**src/rtl/matmul_pkg.sv**
```systemverilog
// Shared types and helpers for the matrix-multiply control path: sequencer
// state encoding, operand-dimension derivation and the K clamp.
package matmul_pkg;

    typedef enum logic [2:0] {
        ST_IDLE  = 3'd0,
        ST_CLEAR = 3'd1,
        ST_FEED  = 3'd2,
        ST_DRAIN = 3'd3,
        ST_DONE  = 3'd4
    } state_e;

    function automatic int calc_max_dim(input int bus_width, input int data_width);
        return bus_width / data_width;
    endfunction

    function automatic int calc_dim_w(input int max_dim);
        return $clog2(max_dim) + 1;
    endfunction

    // Out-of-range K (zero or wider than the bus) falls back to the full bus.
    function automatic int clamp_dim(input int k, input int max_dim);
        return ((k <= 0) || (k > max_dim)) ? max_dim : k;
    endfunction

endpackage

```
**src/rtl/matmul_sequencer_counter.sv**
```systemverilog
// Up-counter with clear priority and a terminal-count compare against a
// caller-supplied last value; shared by the FEED and DRAIN phases.
module seq_counter #(
    parameter int CNT_W = 4
) (
    input  logic             clk_i,
    input  logic             rst_ni,
    input  logic             clr_i,
    input  logic             en_i,
    input  logic [CNT_W-1:0] last_i,
    output logic [CNT_W-1:0] count_o,
    output logic             tc_o
);

    logic [CNT_W-1:0] count_reg;

    always_ff @(posedge clk_i or negedge rst_ni) begin
        if (!rst_ni) begin
            count_reg <= '0;
        end else if (clr_i) begin
            count_reg <= '0;
        end else if (en_i) begin
            count_reg <= count_reg + 1'b1;
        end
    end

    assign count_o = count_reg;
    assign tc_o    = (count_reg == last_i);

endmodule

```
**src/rtl/matmul_sequencer.sv**
```systemverilog
// Control FSM for the matrix-multiply datapath: arbitrates host bank writes,
// clears accumulators, drives the skewed operand feed, drains the PEs, signals done.
module matmul_sequencer
    import matmul_pkg::*;
#(
    parameter int  DATA_WIDTH   = 32,
    parameter int  BUS_WIDTH    = 64,
    parameter int  DRAIN_CYCLES = 4,
    localparam int MAX_DIM      = calc_max_dim(BUS_WIDTH, DATA_WIDTH),
    localparam int DIM_W        = calc_dim_w(MAX_DIM),
    localparam int CNT_W        = $clog2(2 * MAX_DIM + DRAIN_CYCLES) + 1
) (
    input  logic             clk_i,
    input  logic             rst_ni,
    input  logic             start_i,
    input  logic             abort_i,
    input  logic [DIM_W-1:0] k_dim_i,
    input  logic             host_wr_req_i,
    output logic             host_wr_gnt_o,
    output logic             start_send_o,
    output logic [CNT_W-1:0] feed_idx_o,
    output logic             acc_clear_o,
    output logic             busy_o,
    output logic             done_o
);

    localparam logic [CNT_W-1:0] SKEW       = CNT_W'(MAX_DIM - 1);
    localparam logic [CNT_W-1:0] ONE        = CNT_W'(1);
    localparam logic [CNT_W-1:0] DRAIN_LAST = CNT_W'(DRAIN_CYCLES - 1);

    state_e           state_reg;
    logic [DIM_W-1:0] k_lat_reg;
    logic             busy_reg;
    logic             done_reg;
    logic             acc_clear_reg;
    logic             start_send_reg;

    logic             cnt_clr;
    logic             cnt_en;
    logic             cnt_tc;
    logic [CNT_W-1:0] cnt_last;
    logic [CNT_W-1:0] cnt_value;
    logic [CNT_W-1:0] feed_last;

    // The grant ignores the request itself: a waiting request just stays pending.
    logic unused_host_req;
    assign unused_host_req = host_wr_req_i;

    // Feed window spans K beats plus the MAX_DIM-1 beat skew of the array.
    assign feed_last = CNT_W'(k_lat_reg) + SKEW - ONE;

    always_comb begin
        cnt_clr  = 1'b1;
        cnt_en   = 1'b0;
        cnt_last = '0;
        case (state_reg)
            ST_FEED: begin
                cnt_last = feed_last;
                cnt_clr  = abort_i | cnt_tc;
                cnt_en   = 1'b1;
            end
            ST_DRAIN: begin
                cnt_last = DRAIN_LAST;
                cnt_clr  = abort_i | cnt_tc;
                cnt_en   = 1'b1;
            end
            default: ;
        endcase
    end

    seq_counter #(
        .CNT_W(CNT_W)
    ) u_counter (
        .clk_i  (clk_i),
        .rst_ni (rst_ni),
        .clr_i  (cnt_clr),
        .en_i   (cnt_en),
        .last_i (cnt_last),
        .count_o(cnt_value),
        .tc_o   (cnt_tc)
    );

    always_ff @(posedge clk_i or negedge rst_ni) begin
        if (!rst_ni) begin
            state_reg      <= ST_IDLE;
            k_lat_reg      <= '0;
            busy_reg       <= 1'b0;
            done_reg       <= 1'b0;
            acc_clear_reg  <= 1'b0;
            start_send_reg <= 1'b0;
        end else if (abort_i && (state_reg != ST_IDLE)) begin
            state_reg      <= ST_IDLE;
            busy_reg       <= 1'b0;
            done_reg       <= 1'b0;
            acc_clear_reg  <= 1'b0;
            start_send_reg <= 1'b0;
        end else begin
            case (state_reg)
                ST_IDLE: begin
                    if (start_i) begin
                        state_reg     <= ST_CLEAR;
                        k_lat_reg     <= DIM_W'(clamp_dim(int'(k_dim_i), MAX_DIM));
                        busy_reg      <= 1'b1;
                        acc_clear_reg <= 1'b1;
                    end
                end
                ST_CLEAR: begin
                    state_reg      <= ST_FEED;
                    acc_clear_reg  <= 1'b0;
                    start_send_reg <= 1'b1;
                end
                ST_FEED: begin
                    if (cnt_tc) begin
                        state_reg      <= ST_DRAIN;
                        start_send_reg <= 1'b0;
                    end
                end
                ST_DRAIN: begin
                    if (cnt_tc) begin
                        state_reg <= ST_DONE;
                        done_reg  <= 1'b1;
                    end
                end
                ST_DONE: begin
                    state_reg <= ST_IDLE;
                    done_reg  <= 1'b0;
                    busy_reg  <= 1'b0;
                end
                default: begin
                    state_reg      <= ST_IDLE;
                    busy_reg       <= 1'b0;
                    done_reg       <= 1'b0;
                    acc_clear_reg  <= 1'b0;
                    start_send_reg <= 1'b0;
                end
            endcase
        end
    end

    assign host_wr_gnt_o = (state_reg == ST_IDLE) & ~start_i;
    assign start_send_o  = start_send_reg;
    assign feed_idx_o    = (state_reg == ST_FEED) ? cnt_value : '0;
    assign acc_clear_o   = acc_clear_reg;
    assign busy_o        = busy_reg;
    assign done_o        = done_reg;

endmodule

```
**config.mk**
```make
export PLATFORM = sky130hd
export DESIGN_NAME = matmul_sequencer
export DESIGN_NICKNAME = d
export VERILOG_FILES = /design/src/rtl/matmul_pkg.sv /design/src/rtl/matmul_sequencer_counter.sv /design/src/rtl/matmul_sequencer.sv
export SDC_FILE = /design/constraint.sdc
export NUM_CORES = 1
export LEC_CHECK = 0
export ABC_AREA = 0
export CAP_MARGIN = 20
export CORE_MARGIN = 2
export CORE_UTILIZATION = 40
export DETAILED_ROUTE_END_ITERATION = 6
export PLACE_DENSITY = 0.76
export SLEW_MARGIN = 20
export SYNTH_ARGS = -nofsm -noshare
export SYNTH_HDL_FRONTEND = slang
export SYNTH_SLANG_ARGS = --single-unit
```
**constraint.sdc**
```tcl
create_clock -name clk_i -period 5.05 [get_ports clk_i]
set_clock_uncertainty 0.05 [all_clocks]
set_input_delay 1.01 -clock clk_i [delete_from_list [all_inputs] [get_ports clk_i]]
set_output_delay 1.01 -clock clk_i [all_outputs]
set_load 0.05 [all_outputs]
```
==> reports/metrics.yaml, run 1 <==
syn_area_per_cell_sq_um: 9.51
synth_seq_cells: 13
netlist_area_sq_um: 742
ys_types: 36
rr_endpoint: "state_reg[0]"
grt_pass1_wl_mm: 2.31
setup_viol: 0
synth_edf_count: 0
cts_setup_buffers: 0
synth_most_common_cell: "dfrtp_1"
sequentialPowerShare_pct: 35.8
final_antenna_net_count: 0
cp_cell_sequence: "clkdlybuf4s50_1 -> nor3_1 -> clkdlybuf4s50_1"
slowest_delay_ns: 0.83
yosysTopAreaCellShare_pct: 43.8
peakVddDrop_mv: 0.298
critPathLaunch: "start_i"
final_cell_count_no_fill: 117
nets: 101
cts_resized: 0
startpoint_type: "input pin"
dieArea_sq_um: 2220
yosysSeqAreaShare_pct: 43.8
r2r-start: "state_reg[0]"
clk_path_buf_depth: 2
drcViolationCount: 0
ys_warn_count: 0
fin_crit_ns: 3.54
grt_max_degree: 16
synthCells: 78
dp_hpwl_mm: 1.05
crit_slowest_cell: "clkdlybuf4s50_1"
clock_latency_ns: 0.27
vias: 625
hp-class: "flop to flop"
clk_pin_slew_ns: 0.07
grtUsageTotal_pct: 15.3
path_class: "input pin to primary output"
end_kind: "primary output"
yosysTopAreaCell: "dfrtp_1"
postCtsHoldBufs: 0
pwr-share-clk_pct: 12.2
drive_gt1_share_pct: 7.61
antenna_found_initial: 0
power_frac_comb_pct: 51.9
setup_tns_ns: 0
rsz0062_at_grt: "false"
n_antenna_cell: 0
synth_area_leaders: "dfrtp_1 (44%), nor2_1 (5.6%), a311oi_4 (3.5%), nand2_1 (3.5%), buf_6 (3.0%)"
cts_tree: "yes"
grt_pass1_vias: 532
largest_register_ffs: 4
totalWireLength_mm: 1.41
numCtsBuffers: 3
cp.required_ns: 3.99
maxSlewHeadroom_pct: 60.8
status: "completed"
r2r_cells: 5
core_area_sq_um: 1730
cp-endpoint: "host_wr_gnt_o"
leakage_nw: 0.387
rrSetupSlack_ns: 2.89
tightest_slew_ns: 0.585
dp.cells: 113
place_congestion: 0.719
crit_arrival_ns: 2.48
switching_share_pct: 45.9
routedWlPerCell_microns: 12.0
syn2layout_area_growth_pct: 22.4
syn-num-nets: 86
drv_cap: 0
synth_flop_cell: "dfrtp_1"
start_util_pct: 43.0
hold_viol: 0
rows: 15
critPathMaxFanout: 3
firstDrtPassIters: 5
p_int_uw: 275
synth_commonest_cells: "dfrtp_1 (13), nor2_1 (11), nand2_1 (7)"
vias_per_cell: 5.34
portBuffers: 14
cts_sinks: 13
clock.fmax_mhz: 283
htree_levels: 1
p_per_area_nw_per_um2: 560
die_w_microns: 47.1
drv_slew: 0
root_buffer: "clkbuf_4"
min_period_over_period_pct: 70.0
io_pins: 16
ys_async_sr_fraction_pct: 100
overflow: 0
p_switching_uw: 234
crit_top_cell: "clkdlybuf4s50_1"
die_h_microns: 47.1
drt-initial-drc-count: 11
metrics by stage:
stage	hold slack [ns]	area, sq um	power (mW)	setup WS [ns]	util (%)
CTS	0.443	908	0.514	1.52	52.6
global placement	0.414	882	0.439	1.54	51.1
floorplan	0.448	742	0.383	1.90	-
global route	0.492	908	0.551	1.46	52.6
finish	0.434	908	0.508	1.51	52.6
detailed placement	0.424	882	0.448	1.53	51.1
logic make-up (layout without fill, tap and decap cells):
kind of cell	count (synthesis)	count (layout)	synth area share (%)
simple gates	35	35	24.5
compound gates	17	17	18.9
flops	13	13	43.8
buf+inv	8	22	6.24
xor+xnor	3	3	3.54
fa+ha+maj	1	1	1.69
mux	1	1	1.35
worst max-delay path: cells and delay by family:
kind,cells,cell delay (ns)
buffers and inverters,2,1.27
and+or+nand+nor,1,0.19
worst min path at each step:
stage                       startpoint            to  slack, ns  cells past startpoint
after CTS                  acc_clear_o   acc_clear_o       0.44                      2
after global routing       acc_clear_o   acc_clear_o       0.49                      2
after floorplan           k_lat_reg[0]  k_lat_reg[0]       0.45                      2
after detailed placement   acc_clear_o   acc_clear_o       0.42                      2
final                      acc_clear_o   acc_clear_o       0.43                      2
after global placement     acc_clear_o   acc_clear_o       0.41                      2
power groups by stage:
stage	combinational, mW	clock [mW]	sequential [mW]
after CTS	0.265	0.0666	0.182
after detailed placement	0.263	0	0.185
after floorplan	0.159	0	0.223
after global routing	0.290	0.0719	0.189
after global placement	0.258	0	0.181
final	0.264	0.0622	0.182
cells in the final DEF, fill, tap and decap left out, types with 2 or more instances in the layout:
| cell type | count |
|---|---|
| a211o_1 | 2 |
| a22oi_1 | 2 |
| and2_1 | 3 |
| clkbuf_4 | 3 |
| clkdlybuf4s50_1 | 14 |
| dfrtp_1 | 13 |
| inv_1 | 4 |
| nand2_1 | 7 |
| nor2_1 | 11 |
| nor3_1 | 2 |
| o21ai_0 | 2 |
| o31ai_1 | 2 |
| or3_1 | 3 |
| xnor2_1 | 2 |
per-layer routing:
layer  track usage [%]  share of wire, %  vias up
li1                  -                 -      302
met1              21.0                46      302
met2              22.2                49       19
met3              5.77               4.5        2
met4              5.00              0.85        0
met5                 0                 0        -
area by class of cell:
| cell class | instances | area [sq um] |
|---|---|---|
| timing repair buffer | 14 | 140 |
| fill | 167 | 818 |
| sequential | 13 | 325 |
| multi-input combinational | 57 | 370 |
| inverter | 4 | 15.0 |
| clock buffer | 4 | 26.3 |
| tap | 25 | 31.3 |
No activity file was read; power rests on OpenSTA's default activity.
==> run 2: changes to the inputs <==
clock period = 3.45 ns   (was 5.05 ns; I/O delays follow)
==> reports/metrics.yaml, run 2 (synthesis results as in run 1) <==
status: "completed"  # unchanged
overflow: 0  # unchanged
final_cell_count_no_fill: 117  # unchanged
grt_max_degree: 16  # unchanged
leakage_nw: 0.387  # unchanged
drive_gt1_share_pct: 7.61  # unchanged
p_per_area_nw_per_um2: 822  # was 560 nW/um^2
start_util_pct: 43.0  # unchanged
cts_tree: "yes"  # unchanged
fill_cells: 168  # was 167
fin_util_pct: 52.6  # unchanged
totalWireLength_mm: 1.41  # about the same
fin_crit_ns: 3.01
path_class: "flop to primary output"  # was input pin to primary output
cts_resized: 0  # unchanged
die_h_microns: 47.1  # unchanged
vias_per_cell: 5.21  # was 5.34
syn2layout_area_growth_pct: 22.4  # unchanged
numCtsBuffers: 3  # unchanged
cts_setup_buffers: 0  # unchanged
htree_levels: 1  # unchanged
end_kind: "primary output"  # unchanged
min_path_cells: 2  # unchanged
min_period_over_period_pct: 87.2
crit_arrival_ns: 2.27  # was 2.48 ns
final_antenna_net_count: 0  # unchanged
hold_viol: 0  # unchanged
hold_end: "acc_clear_o"  # unchanged
hold_ws_ns: 0.437  # was 0.434 ns
n_antenna_cell: 0  # unchanged
setup_viol: 0  # unchanged
dieArea_sq_um: 2220  # unchanged
setup_tns_ns: 0  # unchanged
dp_hpwl_mm: 1.04  # was 1.05 mm
rows: 15  # unchanged
root_buffer: "clkbuf_4"  # unchanged
maxSlewHeadroom_pct: 61.0  # was 60.8%
drcViolationCount: 0  # unchanged
postCtsHoldBufs: 0  # unchanged
final_cell_mix: "clkdlybuf4s50_1 (14), dfrtp_1 (13), nor2_1 (11)"  # unchanged
rsz0062_at_grt: "false"  # unchanged
drt-initial-drc-count: 21  # was 11
hold_start: "acc_clear_o"  # unchanged
clk_pin_slew_ns: 0.08  # was 0.07 ns
place_congestion: 0.718  # was 0.719
register_area_sq_um: 325  # unchanged
dp.cells: 113  # unchanged
rrSetupSlack_ns: 1.29  # was 2.89 ns
multi_input_area_sq_um: 370  # unchanged
hp-class: "flop to flop"  # unchanged
layout_setup_ws_ns: 0.443  # was 1.51 ns
cp.required_ns: 2.71  # was 3.99 ns
largest_register_ffs: 4  # unchanged
routedWlPerCell_microns: 12.0  # about the same
layout_commonest_cell: "clkdlybuf4s50_1"  # unchanged
io_pins: 16  # unchanged
grtUsageTotal_pct: 14.6  # was 15.3%
core_area_sq_um: 1730  # unchanged
total_power_uw: 747  # was 508 uW
die_w_microns: 47.1  # unchanged
vias: 610  # was 625
portBuffers: 14  # unchanged
peakVddDrop_mv: 0.450  # was 0.298 mV
clk_path_buf_depth: 2  # unchanged
r2r_cells: 5  # unchanged
clock_latency_ns: 0.27  # about the same
pre_cts_slack_ns: 0.553  # was 1.53 ns
drv_slew: 0  # unchanged
clock.fmax_mhz: 333
rr_endpoint: "state_reg[0]"  # unchanged
firstDrtPassIters: 4  # was 5
fin_area_sq_um: 908  # unchanged
nets: 101  # unchanged
cts_sinks: 13  # unchanged
placed_area_sq_um: 882  # unchanged
grt_pass1_wl_mm: 2.26  # was 2.31 mm
critPathMaxFanout: 10  # was 3
drv_cap: 0  # unchanged
antenna_found_initial: 0  # unchanged
tightest_slew_ns: 0.583  # was 0.585 ns
r2r-start: "state_reg[0]"  # unchanged
startpoint_type: "flop"  # was input pin
grt_pass1_vias: 521  # was 532
[run 2: cell counts in the layout (fill, tap and decap cells not counted)]
Identical to the previous run, type by type.
[run 2: worst max-delay path, stage by stage, from the launching register on]
cell	delay, ns
dfrtp_1	0.49
or2b_2	0.39
nor2_1	0.17
and2_2	0.16
clkdlybuf4s50_1	0.79
[run 2: per-layer routing]
layer / routed length (microns) / global-route usage, % / vias up
met4: 12 / 6.67 / 0
met5: 0 / 0 / -
met3: 44 / 3.46 / 2
met1: 713 / 21.1 / 290
li1: - / - / 306
met2: 638 / 20.8 / 12
[run 2: how the worst max path moves through the flow]
| stage | start | endpoint | slack [ns] | cells past startpoint |
|---|---|---|---|---|
| finish | state_reg[2] | feed_idx_o[0] | 0.44 | 4 |
| global route | state_reg[2] | feed_idx_o[0] | 0.33 | 4 |
| CTS | state_reg[2] | feed_idx_o[0] | 0.43 | 4 |
| detailed placement | start_i | host_wr_gnt_o | 0.55 | 3 |
| global placement | start_i | host_wr_gnt_o | 0.58 | 3 |
| floorplan | state_reg[1] | host_wr_gnt_o | 0.81 | 3 |
[run 2: where the power goes]
| part | internal (mW) | switching, mW | leakage (nW) |
|---|---|---|---|
| combinational | 0.156 | 0.232 | 0.206 |
| clock | 0.0447 | 0.0480 | 0.0150 |
| sequential | 0.202 | 0.0646 | 0.166 |
[run 2: area by class of cell]
cell class                 count  area share [%]
multi-input combinational     57            40.8
sequential                    13            35.8
timing repair buffer          14            15.4
inverter                       4            1.65
tap                           25            3.44
clock buffer                   4            2.89
==> run 3: changes to the inputs <==
CORE_UTILIZATION = 48   (was 40)
PLACE_DENSITY = 0.87   (was 0.76)
==> reports/metrics.yaml, run 3 (synthesis results as in run 1) <==
start_util_pct: 50.4  # was 43.0%
rows: 14  # was 15
pwr-share-clk_pct: 12.5  # was 12.4%
status: "completed"  # unchanged
clk_path_buf_depth: 2  # unchanged
startpoint_type: "flop"  # unchanged
cts_sinks: 13  # unchanged
routedWlPerCell_microns: 12.9  # was 12.0 microns
p_int_uw: 403  # was 402 uW
n_antenna_cell: 0  # unchanged
drv_slew: 0  # unchanged
clock.fmax_mhz: 333  # about the same
drt-initial-drc-count: 17  # was 21
path_class: "flop to primary output"  # unchanged
totalWireLength_mm: 1.39  # was 1.41 mm
numCtsBuffers: 3  # unchanged
die_h_microns: 43.3  # was 47.1 microns
cp.required_ns: 2.71  # about the same
cts_tree: "yes"  # unchanged
end_kind: "primary output"  # unchanged
drive_gt1_share_pct: 7.61  # unchanged
grt_pass1_vias: 503  # was 521
die_w_microns: 43.3  # was 47.1 microns
cp_cell_sequence: "or2b_2 -> nor2_1 -> and2_2 -> clkdlybuf4s50_1"  # unchanged
layout_commonest_cell: "clkdlybuf4s50_1"  # unchanged
crit_slowest_cell: "clkdlybuf4s50_1"  # unchanged
clock_latency_ns: 0.28  # was 0.27 ns
largest_register_ffs: 4  # unchanged
power_frac_comb_pct: 51.8  # was 51.9%
tightest_slew_ns: 0.583  # about the same
placed_area_sq_um: 871  # was 882 sq um
crit_arrival_ns: 2.26  # was 2.27 ns
hold_viol: 0  # unchanged
root_buffer: "clkbuf_4"  # unchanged
core_area_sq_um: 1470  # was 1730 sq um
p_switching_uw: 341  # was 345 uW
vias: 604  # was 610
multi_input_area_sq_um: 370  # unchanged
firstDrtPassIters: 4  # unchanged
p_per_area_nw_per_um2: 829  # was 822 nW/um^2
htree_levels: 1  # unchanged
cts_setup_buffers: 0  # unchanged
switching_share_pct: 45.9  # was 46.1%
nets: 101  # unchanged
io_pins: 16  # unchanged
setup_tns_ns: 0  # unchanged
grt_pass1_wl_mm: 2.32  # was 2.26 mm
min_period_over_period_pct: 87.0  # was 87.2%
slowest_delay_ns: 0.79  # about the same
rsz0062_at_grt: "false"  # unchanged
grt_max_degree: 16  # unchanged
fin_area_sq_um: 897  # was 908 sq um
register_area_sq_um: 325  # unchanged
peakVddDrop_mv: 0.451  # was 0.450 mV
vias_per_cell: 5.59  # was 5.21
drcViolationCount: 0  # unchanged
setup_viol: 0  # unchanged
final_cell_mix: "clkdlybuf4s50_1 (14), dfrtp_1 (13), nor2_1 (11)"  # unchanged
place_congestion: 0.765  # was 0.718
final_antenna_net_count: 0  # unchanged
fin_util_pct: 61.0  # was 52.6%
antenna_found_initial: 0  # unchanged
critPathMaxFanout: 10  # unchanged
fin_crit_ns: 3.00  # was 3.01 ns
dieArea_sq_um: 1880  # was 2220 sq um
overflow: 0  # unchanged
fill_cells: 128  # was 168
clk_pin_slew_ns: 0.08  # about the same
hp-class: "flop to flop"  # unchanged
sequentialPowerShare_pct: 35.7  # about the same
portBuffers: 14  # unchanged
maxSlewHeadroom_pct: 61.0  # about the same
syn2layout_area_growth_pct: 20.9  # was 22.4%
cts_resized: 0  # unchanged
drv_cap: 0  # unchanged
postCtsHoldBufs: 0  # unchanged
leakage_nw: 0.387  # unchanged
grtUsageTotal_pct: 17.5  # was 14.6%
-- run 3: layout make-up --
type                            instances  area share [%]
Clock buffer                            4            2.93
Inverter                                4            1.67
Multi-Input combinational cell         57            41.3
Sequential cell                        13            36.3
Tap cell                               16            2.23
Timing Repair Buffer                   14            15.6
-- run 3: worst paths after layout --
path / end / cells after the start / slack [ns] / start
worst max-delay path: feed_idx_o[0] / 4 / 0.45 / state_reg[2]
worst min-delay path: acc_clear_o / 2 / 0.43 / acc_clear_o
worst max register to register: state_reg[0] / 5 / 1.32 / state_reg[0]
worst min register to register: acc_clear_o / 2 / 0.43 / acc_clear_o
max in group asynchronous: state_reg[0] / 1 / 2.24 / rst_ni
min in group asynchronous: u_counter.count_o[2] / 1 / 0.73 / rst_ni
-- run 3: stage by stage --
step	hold WS [ns]	instances	setup slack, ns	power (mW)
floorplan	0.344	78	0.812	0.560
global placement	0.416	104	0.584	0.641
detailed placement	0.421	104	0.570	0.652
CTS	0.440	108	0.436	0.749
global route	0.476	108	0.314	0.798
finish	0.431	108	0.449	0.744
-- run 3: worst max-delay path: cells and delay by family, from the launching register on --
family | cells | cell delay [ns]
buf+inv | 1 | 0.79
flops | 1 | 0.49
simple gates | 3 | 0.71
-- run 3: routing by layer --
layer	part of all wire, %	routed length, microns	track usage, %
met5	0	0	0
met4	2.7	38	10.9
met3	4.3	59	6.38
met2	45	621	25.7
met1	48	669	21.7
-- run 3: power by group through the flow --
stage	clock network [mW]	registers, mW	logic, mW
2_1_floorplan	0	0.327	0.233
3_3_place_gp	0	0.265	0.376
3_5_place_dp	0	0.267	0.385
4_1_cts	0.0977	0.264	0.387
5_1_grt	0.103	0.274	0.421
6_report	0.0930	0.266	0.385
